==> config.mk <==
export PLATFORM = sky130hd
export DESIGN_NAME = inst_fetch_unit
export DESIGN_NICKNAME = d
export VERILOG_FILES = /design/src/rtl/inst_fetch_unit.sv
export SDC_FILE = /design/constraint.sdc
export NUM_CORES = 1
export LEC_CHECK = 0
export ABC_AREA = 1
export CAP_MARGIN = 20
export CORE_UTILIZATION = 29
export CTS_CLUSTER_SIZE = 8
export DETAILED_ROUTE_END_ITERATION = 8
export MAX_ROUTING_LAYER = met4
export PLACE_DENSITY = 0.56
export SYNTH_ARGS = -nofsm -noshare
export SYNTH_HDL_FRONTEND = slang
export SYNTH_SLANG_ARGS = --single-unit
==> constraint.sdc <==
create_clock -name clk_i -period 9.1 [get_ports clk_i]
set_clock_uncertainty 0.05 [all_clocks]
set_input_delay 1.82 -clock clk_i [delete_from_list [all_inputs] [get_ports clk_i]]
set_output_delay 1.82 -clock clk_i [all_outputs]
set_load 0.02 [all_outputs]
==> src/rtl/inst_fetch_unit.sv <==
// Instruction fetch stage: PC, single-outstanding imem handshake and a small {pc, inst} queue toward IF/ID.
// Optional macro IFU_BYPASS_EN forwards a response straight to the outputs when the queue is empty.
module inst_fetch_unit #(
    parameter int unsigned DEPTH    = 2,
    parameter logic [31:0] RESET_PC = 32'h0000_0000
) (
    input  logic        clk_i,
    input  logic        rst_i,
    input  logic        start_i,
    output logic        imem_req_o,
    output logic [31:0] imem_addr_o,
    input  logic        imem_valid_i,
    input  logic [31:0] imem_data_i,
    input  logic        stall_i,
    input  logic        branch_i,
    input  logic [31:0] branch_target_i,
    output logic [31:0] inst_o,
    output logic [31:0] pc_o,
    output logic        inst_valid_o,
    output logic        flush_o
);
    localparam int unsigned AW = (DEPTH > 1) ? $clog2(DEPTH) : 1;
    localparam int unsigned CW = AW + 1;

    typedef enum logic [1:0] {
        S_IDLE  = 2'd0,
        S_FETCH = 2'd1,
        S_WAIT  = 2'd2,
        S_DRAIN = 2'd3
    } state_t;

    state_t        state_q, state_d;
    logic [31:0]   fpc_q, fpc_d;
    logic [31:0]   addr_q, addr_d;
    logic          req_q, req_d;
    logic          flush_q, flush_d;
    logic [31:0]   qinst_q [DEPTH];
    logic [31:0]   qpc_q   [DEPTH];
    logic [AW-1:0] rd_q, rd_d, wr_q, wr_d;
    logic [CW-1:0] cnt_q, cnt_d;

    logic          accept_s, redirect_s, push_s, pop_s, bypass_s, head_valid_s;
    logic          unused_tgt_s;

    assign unused_tgt_s = ^branch_target_i[1:0];
    assign accept_s     = req_q && imem_valid_i && (state_q != S_IDLE);
    assign redirect_s   = branch_i && (state_q != S_IDLE);
    assign head_valid_s = (cnt_q != CW'(0));

`ifdef IFU_BYPASS_EN
    assign bypass_s = accept_s && (state_q == S_WAIT) && !head_valid_s && !branch_i && !stall_i;
`else
    assign bypass_s = 1'b0;
`endif

    assign push_s = accept_s && (state_q == S_WAIT) && !redirect_s && !bypass_s;
    // A redirect wins over consumption: the head is discarded, not delivered.
    assign pop_s  = head_valid_s && !stall_i && !redirect_s;

    assign imem_req_o  = req_q;
    assign imem_addr_o = addr_q;
    assign flush_o     = flush_q;

`ifdef IFU_BYPASS_EN
    assign inst_o       = bypass_s ? imem_data_i : qinst_q[rd_q];
    assign pc_o         = bypass_s ? addr_q      : qpc_q[rd_q];
    assign inst_valid_o = head_valid_s || bypass_s;
`else
    assign inst_o       = qinst_q[rd_q];
    assign pc_o         = qpc_q[rd_q];
    assign inst_valid_o = head_valid_s;
`endif

    // Fetch FSM: next state, request/address and fetch PC.
    always_comb begin
        state_d = state_q;
        fpc_d   = fpc_q;
        addr_d  = addr_q;
        req_d   = req_q;
        flush_d = redirect_s;
        case (state_q)
            S_IDLE: begin
                if (start_i) state_d = S_FETCH;
                else         state_d = S_IDLE;
            end
            S_FETCH: begin
                // The in-flight response always has a slot because we only ask while a slot is free.
                if (!redirect_s && (cnt_q < CW'(DEPTH))) begin
                    req_d   = 1'b1;
                    addr_d  = fpc_q;
                    state_d = S_WAIT;
                end else begin
                    state_d = S_FETCH;
                end
            end
            S_WAIT: begin
                if (accept_s) begin
                    req_d   = 1'b0;
                    state_d = S_FETCH;
                    fpc_d   = fpc_q + 32'd4;
                end else if (redirect_s) begin
                    state_d = S_DRAIN;
                end else begin
                    state_d = S_WAIT;
                end
            end
            S_DRAIN: begin
                if (accept_s) begin
                    req_d   = 1'b0;
                    state_d = S_FETCH;
                end else begin
                    state_d = S_DRAIN;
                end
            end
            default: begin
                req_d   = 1'b0;
                state_d = S_IDLE;
            end
        endcase
        if (redirect_s) fpc_d = {branch_target_i[31:2], 2'b00};
        else            fpc_d = fpc_d;
    end

    // Queue pointer and occupancy update.
    always_comb begin
        rd_d  = rd_q;
        wr_d  = wr_q;
        cnt_d = cnt_q;
        if (redirect_s) begin
            rd_d  = AW'(0);
            wr_d  = AW'(0);
            cnt_d = CW'(0);
        end else begin
            if (push_s) wr_d = wr_q + AW'(1);
            else        wr_d = wr_q;
            if (pop_s)  rd_d = rd_q + AW'(1);
            else        rd_d = rd_q;
            case ({push_s, pop_s})
                2'b10:   cnt_d = cnt_q + CW'(1);
                2'b01:   cnt_d = cnt_q - CW'(1);
                default: cnt_d = cnt_q;
            endcase
        end
    end

    // State registers with synchronous active-low reset.
    always_ff @(posedge clk_i) begin
        if (!rst_i) begin
            state_q <= S_IDLE;
            fpc_q   <= RESET_PC;
            addr_q  <= RESET_PC;
            req_q   <= 1'b0;
            flush_q <= 1'b0;
            rd_q    <= AW'(0);
            wr_q    <= AW'(0);
            cnt_q   <= CW'(0);
            for (int i = 0; i < int'(DEPTH); i++) begin
                qinst_q[i] <= 32'h0000_0000;
                qpc_q[i]   <= 32'h0000_0000;
            end
        end else begin
            state_q <= state_d;
            fpc_q   <= fpc_d;
            addr_q  <= addr_d;
            req_q   <= req_d;
            flush_q <= flush_d;
            rd_q    <= rd_d;
            wr_q    <= wr_d;
            cnt_q   <= cnt_d;
            if (push_s) begin
                qinst_q[wr_q] <= imem_data_i;
                qpc_q[wr_q]   <= addr_q;
            end
        end
    end
endmodule

# [Word level (Yosys, flattened, before mapping)]
# Memories as Yosys holds them, arrays and structs flattened. A register that Yosys moved wholly into a read port is not among the register bits.
# Index checks and enable logic that the tools add are counted.
[word_totals] reg_bits=72 ram_bits=128 input_bits=70 out_inout_bits=99 word_cells=77 mem_count=2
[mem_list] name="qinst_q" depth=2 width=32 rd=1 rd_ports_with_merged_regs=1 wr=2 line_no="37" rtl="logic [31:0] qinst_q [DEPTH];"
[mem_list] name="qpc_q" depth=2 width=32 rd=1 rd_ports_with_merged_regs=1 wr=2 line_no="38" rtl="logic [31:0] qpc_q [DEPTH];"
[op_classes] addsub=5 n_lt_le_gt_ge=1 n_eq_ne=7 n_mux=27 n_bitwise=1 n_reduce_logical=25
[ops] operator="32-bit 2-to-1 mux" n=5
[ops] operator="32-bit OR reduction" n=2
[ops] operator="32-bit by 3-bit adder with 32-bit output (second input constant)" n=1
[ops] operator="1-bit 2-to-1 mux" n=16
[ops] operator="2-bit nonzero test" n=6
[ops] operator="1-bit logical AND" n=8
[ops] operator="2-bit one-hot mux with 4 select lines" n=1
[ops] operator="2-bit equality test (second input constant)" n=3
[ops] operator="2-bit 2-to-1 mux" n=3
[ops] operator="2-bit AND reduction" n=3
[ops] operator="2-bit by 1-bit equality test with 1-bit output (second input constant)" n=2
[ops] operator="2-bit one-hot mux with 2 select lines" n=1
[ops] operator="2-bit OR reduction" n=2
[ops] operator="3-bit AND reduction" n=1
[ops] operator="1-bit adder (second input constant)" n=2
[ops] operator="2-bit by 1-bit adder with 2-bit output (second input constant)" n=1
[ops] operator="1-bit zero test" n=2
[ops] operator="2-bit zero test" n=1
[ops] operator="2-bit less-than comparator (second input constant)" n=1
[ops] operator="2-bit by 1-bit != test with 1-bit output (second input constant)" n=1
[ops] operator="2-bit != test (second input constant)" n=1
[ops] operator="1-bit one-hot mux with 2 select lines" n=1
[ops] operator="2-bit by 1-bit subtractor with 2-bit output (second input constant)" n=1
[ops] operator="1-bit NOT" n=1

# [Logic depth before layout (Yosys ltp)]
# Gate-level depths: netlist of run 1.
[logic_depth] depth_word=9 ltp_mapped=11

# [Least setup slack after synthesis of run 1]
# OpenSTA, ideal clock, no wires.
[synth_timing] path_kind="in2reg" start="input rst_i" end="memory qinst_q[1][0] (enable)" setup_ns=0.421 arrival_ns=3.859 setup_slack_ns=4.770 path_stages=4 path_buffers=2 path_cell_list="clkbuf_1 nand3_2 clkbuf_1 nand2_1"
[synth_lines] element="start, declared" line_no="8" rtl="input logic rst_i,"
[synth_lines] element="end, declared" line_no="37"

# [Final worst setup path of run 1]
[layout_timing] start="input branch_i" end="register fpc_q[18]"
[layout_between] elab_chain_cells=3
[layout_rtl] element="start, declared" line_no="15" rtl="input logic branch_i,"
[layout_rtl] element="1-bit logical AND *" line_no="47" rtl="assign redirect_s = branch_i && (state_q != S_IDLE);"
[layout_rtl] element="2-bit nonzero test (no line)"
[layout_rtl] element="2-bit AND reduction (no line)"
[layout_rtl] element="end signal, assigned" line_no="163" rtl="fpc_q <= fpc_d;"
[layout_rtl] element="end, declared" line_no="33" rtl="logic [31:0] fpc_q, fpc_d;"
# Mark *: on every way between the ends. The rest lies on a longest branch, timed or not.
# A chain may end at the register's enable or synchronous reset.

==> flow_summary_export.csv, run 1 <==
group,metric,value,unit
run_status,outcome,"completed",
placement,dpl.hpwl,14360,um
worst_setup_path,reg2reg_depth,10,
timing,max_slew.worst_pin.slew,0.9399,ns
clock_tree,clk_latency,0.43,ns
power,ir_drop,0.1196,mV
worst_setup_path,rrSetupSlack,6.20,ns
worst_setup_path,worstPathMaxFanout,49,
logic_synthesis,yosysMostFrequentCell,"nor2_1",
logic_synthesis,avgSynthCellArea,9.397,um^2
clock_tree,clockBufferDepth,2,
timing,rsz0062_at_grt,"no",
worst_setup_path,timing.rr.start,"state_q[1]",
logic_synthesis,synth-edff-count,124,
grt,grt_pass1_wl,34340,um
cells_and_area,multiInputGateArea,3045,um^2
worst_setup_path,endpoint,"fpc_q[18]",
logic_synthesis,async_flop_share,0,%
clock_tree,cts_num_sinks,193,
worst_setup_path,crit_start,"branch_i",
detailed_routing,drtIter0Drc,484,
grt,grt_usage,14.79,%
floorplan,die_area,31190,um^2
logic_synthesis,netlist_area,8842,um^2
clock_tree,tritoncts,"built",
cells_and_area,drive_above_1_share,10.87,%
cells_and_area,insertedDiodeCount,0,
timing,fin_tns_setup,0,ns
logic_synthesis,ys_seq_area_share,57.73,%
floorplan,ios,169,
floorplan,coreArea,29800,um^2
cells_and_area,areaGrowthSynthToFinish,28.22,%
floorplan,fp-row-count,63,
detailed_routing,post_drt_wl_per_cell,14.89,um
detailed_routing,avgViaCountPerCell,4.453,
timing,slew_viol_final,0,
logic_synthesis,yosysWarningCount,0,
cells_and_area,final_util,38.05,%
floorplan,start_util,29.68,%
clock_tree,cts.hold.buffers_added,0,
timing,relSlewSlack,37.34,%
logic_synthesis,syn-instance-count,941,
logic_synthesis,synthFlopType,"edfxtp_1",
logic_synthesis,ys_ff_latch,193,
placement,place_congestion,0.8626,
power,pwr_density_cell,171.8,nW/um^2
floorplan,die_w,176.6,um
detailed_routing,drtAntennaViolNets,0,
floorplan,dieHeight,176.6,um
cells_and_area,fillers,3014,
detailed_routing,dr.pass1.iters,6,
logic_synthesis,synth_top_area_share,42.11,%
worst_hold_path,hp-class,"reg -> reg",
timing,fin_crit,4.442,ns
worst_setup_path,crit_type,"in -> reg",
detailed_routing,finalWirelength,22120,um
clock_tree,cts_setup_buffers,0,
grt,grt_pass1_vias,6356,
clock_tree,cts_buffers,17,
grt,grt-ovfl-total,0,
timing,hold_viol,0,
detailed_routing,vias,6612,
logic_synthesis,yosys-top-cells-count,"177 x nor2_1, 154 x nand2_1, 124 x edfxtp_1, 116 x inv_1, 69 x dfxtp_1",
timing,fmax,225.1,MHz
worst_setup_path,cp-end-kind,"flop",
clock_tree,cts_root_buf,"clkbuf_16",
logic_synthesis,yosys-top-cells-area,"edfxtp_1 42%, dfxtp_1 16%, mux2_2 7.9%",
detailed_routing,route.detailed.drc,0,
timing,finalSetupViolCount,0,
worst_setup_path,setup.worst_path.start_class,"input pin",
clock_tree,clk_pin_slew,0.09,ns
logic_synthesis,synthDistinctLibCells,37,
cells_and_area,final_nets,1154,
clock_tree,post_cts_resize_count,0,
worst_setup_path,critical_path_arrival,4.77,ns
worst_setup_path,cp.required,9.43,ns
placement,io_buffers,162,
grt,antenna_found_initial,0,
timing,post-route-period-util,48.81,%
power,leakage,4.132,nW
clock_tree,cts_htree_levels,4,
grt,grt_max_degree,64,
worst_setup_path,r2r_end,"fpc_q[18]",
cells_and_area,ff_latch_area,5106,um^2
logic_synthesis,yosys.area.top_type,"edfxtp_1",
job,drv_cap,0,
[where the power goes]
group          internal [mW]  switching (mW)  leakage [nW]  total (mW)
sequential             0.965          0.0219          1.84       0.987
clock                  0.392           0.364         0.290       0.755
combinational         0.0880           0.117          2.00       0.205
[kinds of logic (layout without fill, tap and decap cells)]
group	after synthesis	count (layout)	share of synthesized area (%)
AND/OR/NAND/NOR	394	394	18.45
AO/OA/AOI/OAI	120	120	7.330
other	1	4	0.04241
XOR/XNOR	2	2	0.1981
multiplexers	62	62	7.896
adder cells (fa/ha/maj)	2	2	0.2830
buffers and inverters	167	318	8.066
flip-flops	193	193	57.73
[how the worst min path moves through the flow]
stage                          startpoint         endpoint  slack, ns  cells after the start
after floorplan                      rd_q             flop       0.41                      2
after global placement               rd_q             rd_q       0.42                      2
after detailed placement             rd_q             flop       0.42                      2
after CTS                            rd_q             flop       0.43                      2
after global routing      imem_addr_o[11]  imem_addr_o[11]       0.48                      2
final                                rd_q             flop       0.44                      2
[stage by stage]
stage          hold WS (ns)  total power, mW  instance area, um^2  instances  setup slack [ns]
6_report             0.4352            1.947                11340       1485             4.658
5_1_grt              0.4759            2.026                11340       1485             4.351
4_1_cts              0.4324            1.974                11340       1485             4.640
3_5_place_dp         0.4199            1.216                10750       1453             4.174
3_3_place_gp         0.4210            1.214                10750       1453             4.234
2_1_floorplan        0.4106            1.114                 8853        944             4.770
[cell type report]
type                       instances  area share (%)
sequential                       193           45.04
multi-input combinational        584           26.86
timing repair buffer             167           14.63
tap                              390           4.304
inverter                         119           3.940
clock buffer                      17           3.752
clock inverter                    15           1.468
[state kept, by name, summed over array words and instances (netlist names), named ones only]
register,count
qinst_q,64
state_q,2
qpc_q,60
imem_req_o,1
rd_q,1
imem_addr_o,30
cnt_q,2
fpc_q,30
flush_o,1
wr_q,1
[cell usage in the layout, fill, tap and decap left out, drive strengths merged, types with 4 or more instances in the layout]
cell and n:
nor2 185, clkinv 6, o211ai 7, nand3 41
nor3 5, a31oi 10, o21ai 47, clkbuf 17
conb 4, inv 126, mux2 62, dfxtp 69
edfxtp 124, buf 5, a21oi 50, nand2 156
clkdlybuf4s50 162
[routing by layer]
layer / part of all wire [%] / vias up / global-route usage, %
met2: 47 / 158 / 23.50
met4: 1.6 / 0 / 4.957
met3: 4.1 / 21 / 2.341
met5: 0 / - / -
met1: 47 / 3084 / 19.17
li1: - / 3349 / -
[critical path: stages]
cell	delay [ns]
clkdlybuf4s50_1	0.56
inv_1	0.13
nor2_4	0.47
inv_2	0.48
nand2_2	0.53
inv_2	0.30
nor3_1	0.22
nand2_1	0.07
nand3_1	0.07
nand2_1	0.05
inv_1	0.06
Note: power is estimated with default switching activity, not from simulation.
==> run 2: changes to the inputs <==
--- a/config.mk
+++ b/config.mk
@@ -11,7 +11,7 @@
 export CTS_CLUSTER_SIZE = 8
 export DETAILED_ROUTE_END_ITERATION = 8
 export MAX_ROUTING_LAYER = met4
-export PLACE_DENSITY = 0.56
+export PLACE_DENSITY = 0.57
 export SYNTH_ARGS = -nofsm -noshare
 export SYNTH_HDL_FRONTEND = slang
 export SYNTH_SLANG_ARGS = --single-unit
==> constraint.sdc (replaced) <==
create_clock -name clk_i -period 3.6 [get_ports clk_i]
set_clock_uncertainty 0.05 [all_clocks]
set_input_delay 0.72 -clock clk_i [delete_from_list [all_inputs] [get_ports clk_i]]
set_output_delay 0.72 -clock clk_i [all_outputs]
set_load 0.02 [all_outputs]
==> run 2 against run 1 <==
Via count up 0.42%. Routed wire length up 1.1%. Cell count up 0.40%. Clock-buffer cell count up 2. Register-to-register slack got worse by 4.7 ns. Hold slack improved by 0.0082 ns. Largest power group unchanged.
==> flow_summary_export.csv, run 2 (synthesis gave the netlist of run 1 again) <==
group,metric,value,unit
worst_setup_path,crit_slowest_cell,"clkdlybuf4s50_1",
floorplan,ios,169,
timing,slew_viol_final,0,
grt,grt_usage,14.78,%
placement,place_area,10860,um^2
worst_setup_path,worstPathMaxFanout,62,
clock_tree,clockBufferDepth,2,
clock_tree,cts_root_buf,"clkbuf_16",
floorplan,fp-row-count,63,
cells_and_area,drive_above_1_share,11.08,%
clock_tree,post_cts_resize_count,0,
run_status,outcome,"completed",
power,ir_drop,0.2927,mV
timing,hold_viol,0,
worst_setup_path,crit_family,"buffers and inverters",
timing,fmax,344.2,MHz
job,drv_cap,0,
worst_setup_path,cpPeakStageDelay,0.60,ns
clock_tree,clk_pin_slew,0.08,ns
cells_and_area,layout_commonest_cell,"nor2_1",
worst_setup_path,critical_path_arrival,2.14,ns
grt,grt_max_degree,63,
power,pwr_density_cell,436.1,nW/um^2
floorplan,die_area,31190,um^2
detailed_routing,finalWirelength,22350,um
timing,finalSetupViolCount,0,
placement,place_inst,1459,
detailed_routing,vias,6640,
worst_setup_path,path_cells,"buf_12, mux2_2, clkdlybuf4s50_1",
cells_and_area,final_cell_mix,"177 x nor2_1, 162 x clkdlybuf4s50_1, 152 x nand2_1",
timing,fin_crit,2.906,ns
cells_and_area,final_nets,1160,
cells_and_area,areaGrowthSynthToFinish,29.69,%
worst_setup_path,crit_type,"reg -> out",
clock_tree,cts_htree_levels,4,
cells_and_area,reg_top3,"qinst_q x64, qpc_q x60",
power,leakage,4.190,nW
placement,io_buffers,162,
grt,grt_pass1_vias,6277,
floorplan,start_util,29.68,%
cells_and_area,stdcell_area,11470,um^2
timing,max_slew.worst_pin.slew,0.9679,ns
timing,rsz0062_at_grt,"no",
floorplan,dieHeight,176.6,um
timing,post-route-period-util,80.71,%
detailed_routing,drtIter0Drc,424,
cells_and_area,fin_cells,1491,
worst_setup_path,cp-end-kind,"output pin",
timing,fin_tns_setup,0,ns
cells_and_area,insertedDiodeCount,0,
grt,grt-ovfl-total,0,
power,total_power,5.000,mW
floorplan,coreArea,29800,um^2
clock_tree,clk_latency,0.43,ns
clock_tree,cts_num_sinks,193,
worst_setup_path,path_buf_inv,2,
cells_and_area,largest_register_ffs,64,
clock_tree,cts_setup_buffers,0,
placement,dpl.hpwl,14950,um
clock_tree,cts_buffers,17,
worst_setup_path,cp.required,2.83,ns
cells_and_area,regMostFlops,"qinst_q",
timing,relSlewSlack,35.41,%
placement,place_congestion,0.8245,
worst_hold_path,hp-class,"reg -> reg",
grt,antenna_found_initial,0,
detailed_routing,dr.pass1.iters,6,
grt,grt_pass1_wl,34130,um
detailed_routing,avgViaCountPerCell,4.453,
detailed_routing,post_drt_wl_per_cell,14.99,um
worst_setup_path,setup.worst_path.start_class,"flop",
timing,worst_hold_slack,0.4434,ns
floorplan,die_w,176.6,um
clock_tree,cts.hold.buffers_added,0,
clock_tree,tritoncts,"built",
detailed_routing,drtAntennaViolNets,0,
detailed_routing,route.detailed.drc,0,
cells_and_area,fillers,2982,
run 2: cell types whose count changed in the layout (fill, tap and decap cells not counted), moves of 2 or more:
cell / change
inv_6: -2
clkinv_8: -2
clkinv_2: -2
bufinv_16: +2
clkbuf_1: +2
clkinv_4: +2
buf_12: +5
run 2: stage by stage:
stage	util [%]	setup slack [ns]
after CTS	38.49	0.6797
final	38.49	0.6945
after global placement	36.44	0.6819
after global routing	38.49	0.6231
after detailed placement	36.44	0.6661
after floorplan	-	0.3698
run 2: power by group:
| part | switching, mW | internal, mW | total, mW |
|---|---|---|---|
| Clock | 0.861 | 1.11 | 1.97 |
| Sequential | 0.0564 | 2.44 | 2.49 |
| Combinational | 0.301 | 0.233 | 0.534 |
| Total | 1.22 | 3.78 | 5.00 |
run 2: layer usage:
metal  vias to the layer above  global-route usage, %  wire (um)
met5                         -                      -          0
met4                         0                  4.813        368
met3                        20                  2.513        893
met2                       173                  23.15      10380
met1                      3072                  19.36      10710
li1                       3375                      -          -
run 2: worst reg2reg max path, cell delays in order, from the launching register on:
cell and delay [ns]:
dfxtp_1 0.47, nand4_4 0.25, nor2_4 0.18, inv_2 0.07, nor2_4 0.11, inv_1 0.09, nand2_4 0.21, buf_12 0.33
run 2: area by class of cell:
type	count	area (um^2)	share of cell area (%)
Clock inverter	13	176.4	1.538
Clock buffer	19	432.9	3.775
Timing Repair Buffer	173	1767	15.41
Multi-Input combinational cell	584	3050	26.60
Sequential cell	193	5106	44.53
Tap cell	390	488.0	4.255
Inverter	119	446.7	3.895
run 2: path summary, 6_finish.rpt:
check / slack, ns / cells after the start / startpoint / end
hold / removal: 0.44 / 2 / rd_q / rd_q
setup / recovery: 0.69 / 3 / flop / pc_o[18]
hold reg to reg: 0.44 / 2 / rd_q / rd_q
setup reg to reg: 1.47 / 7 / state_q[1] / qpc_q[0][18]
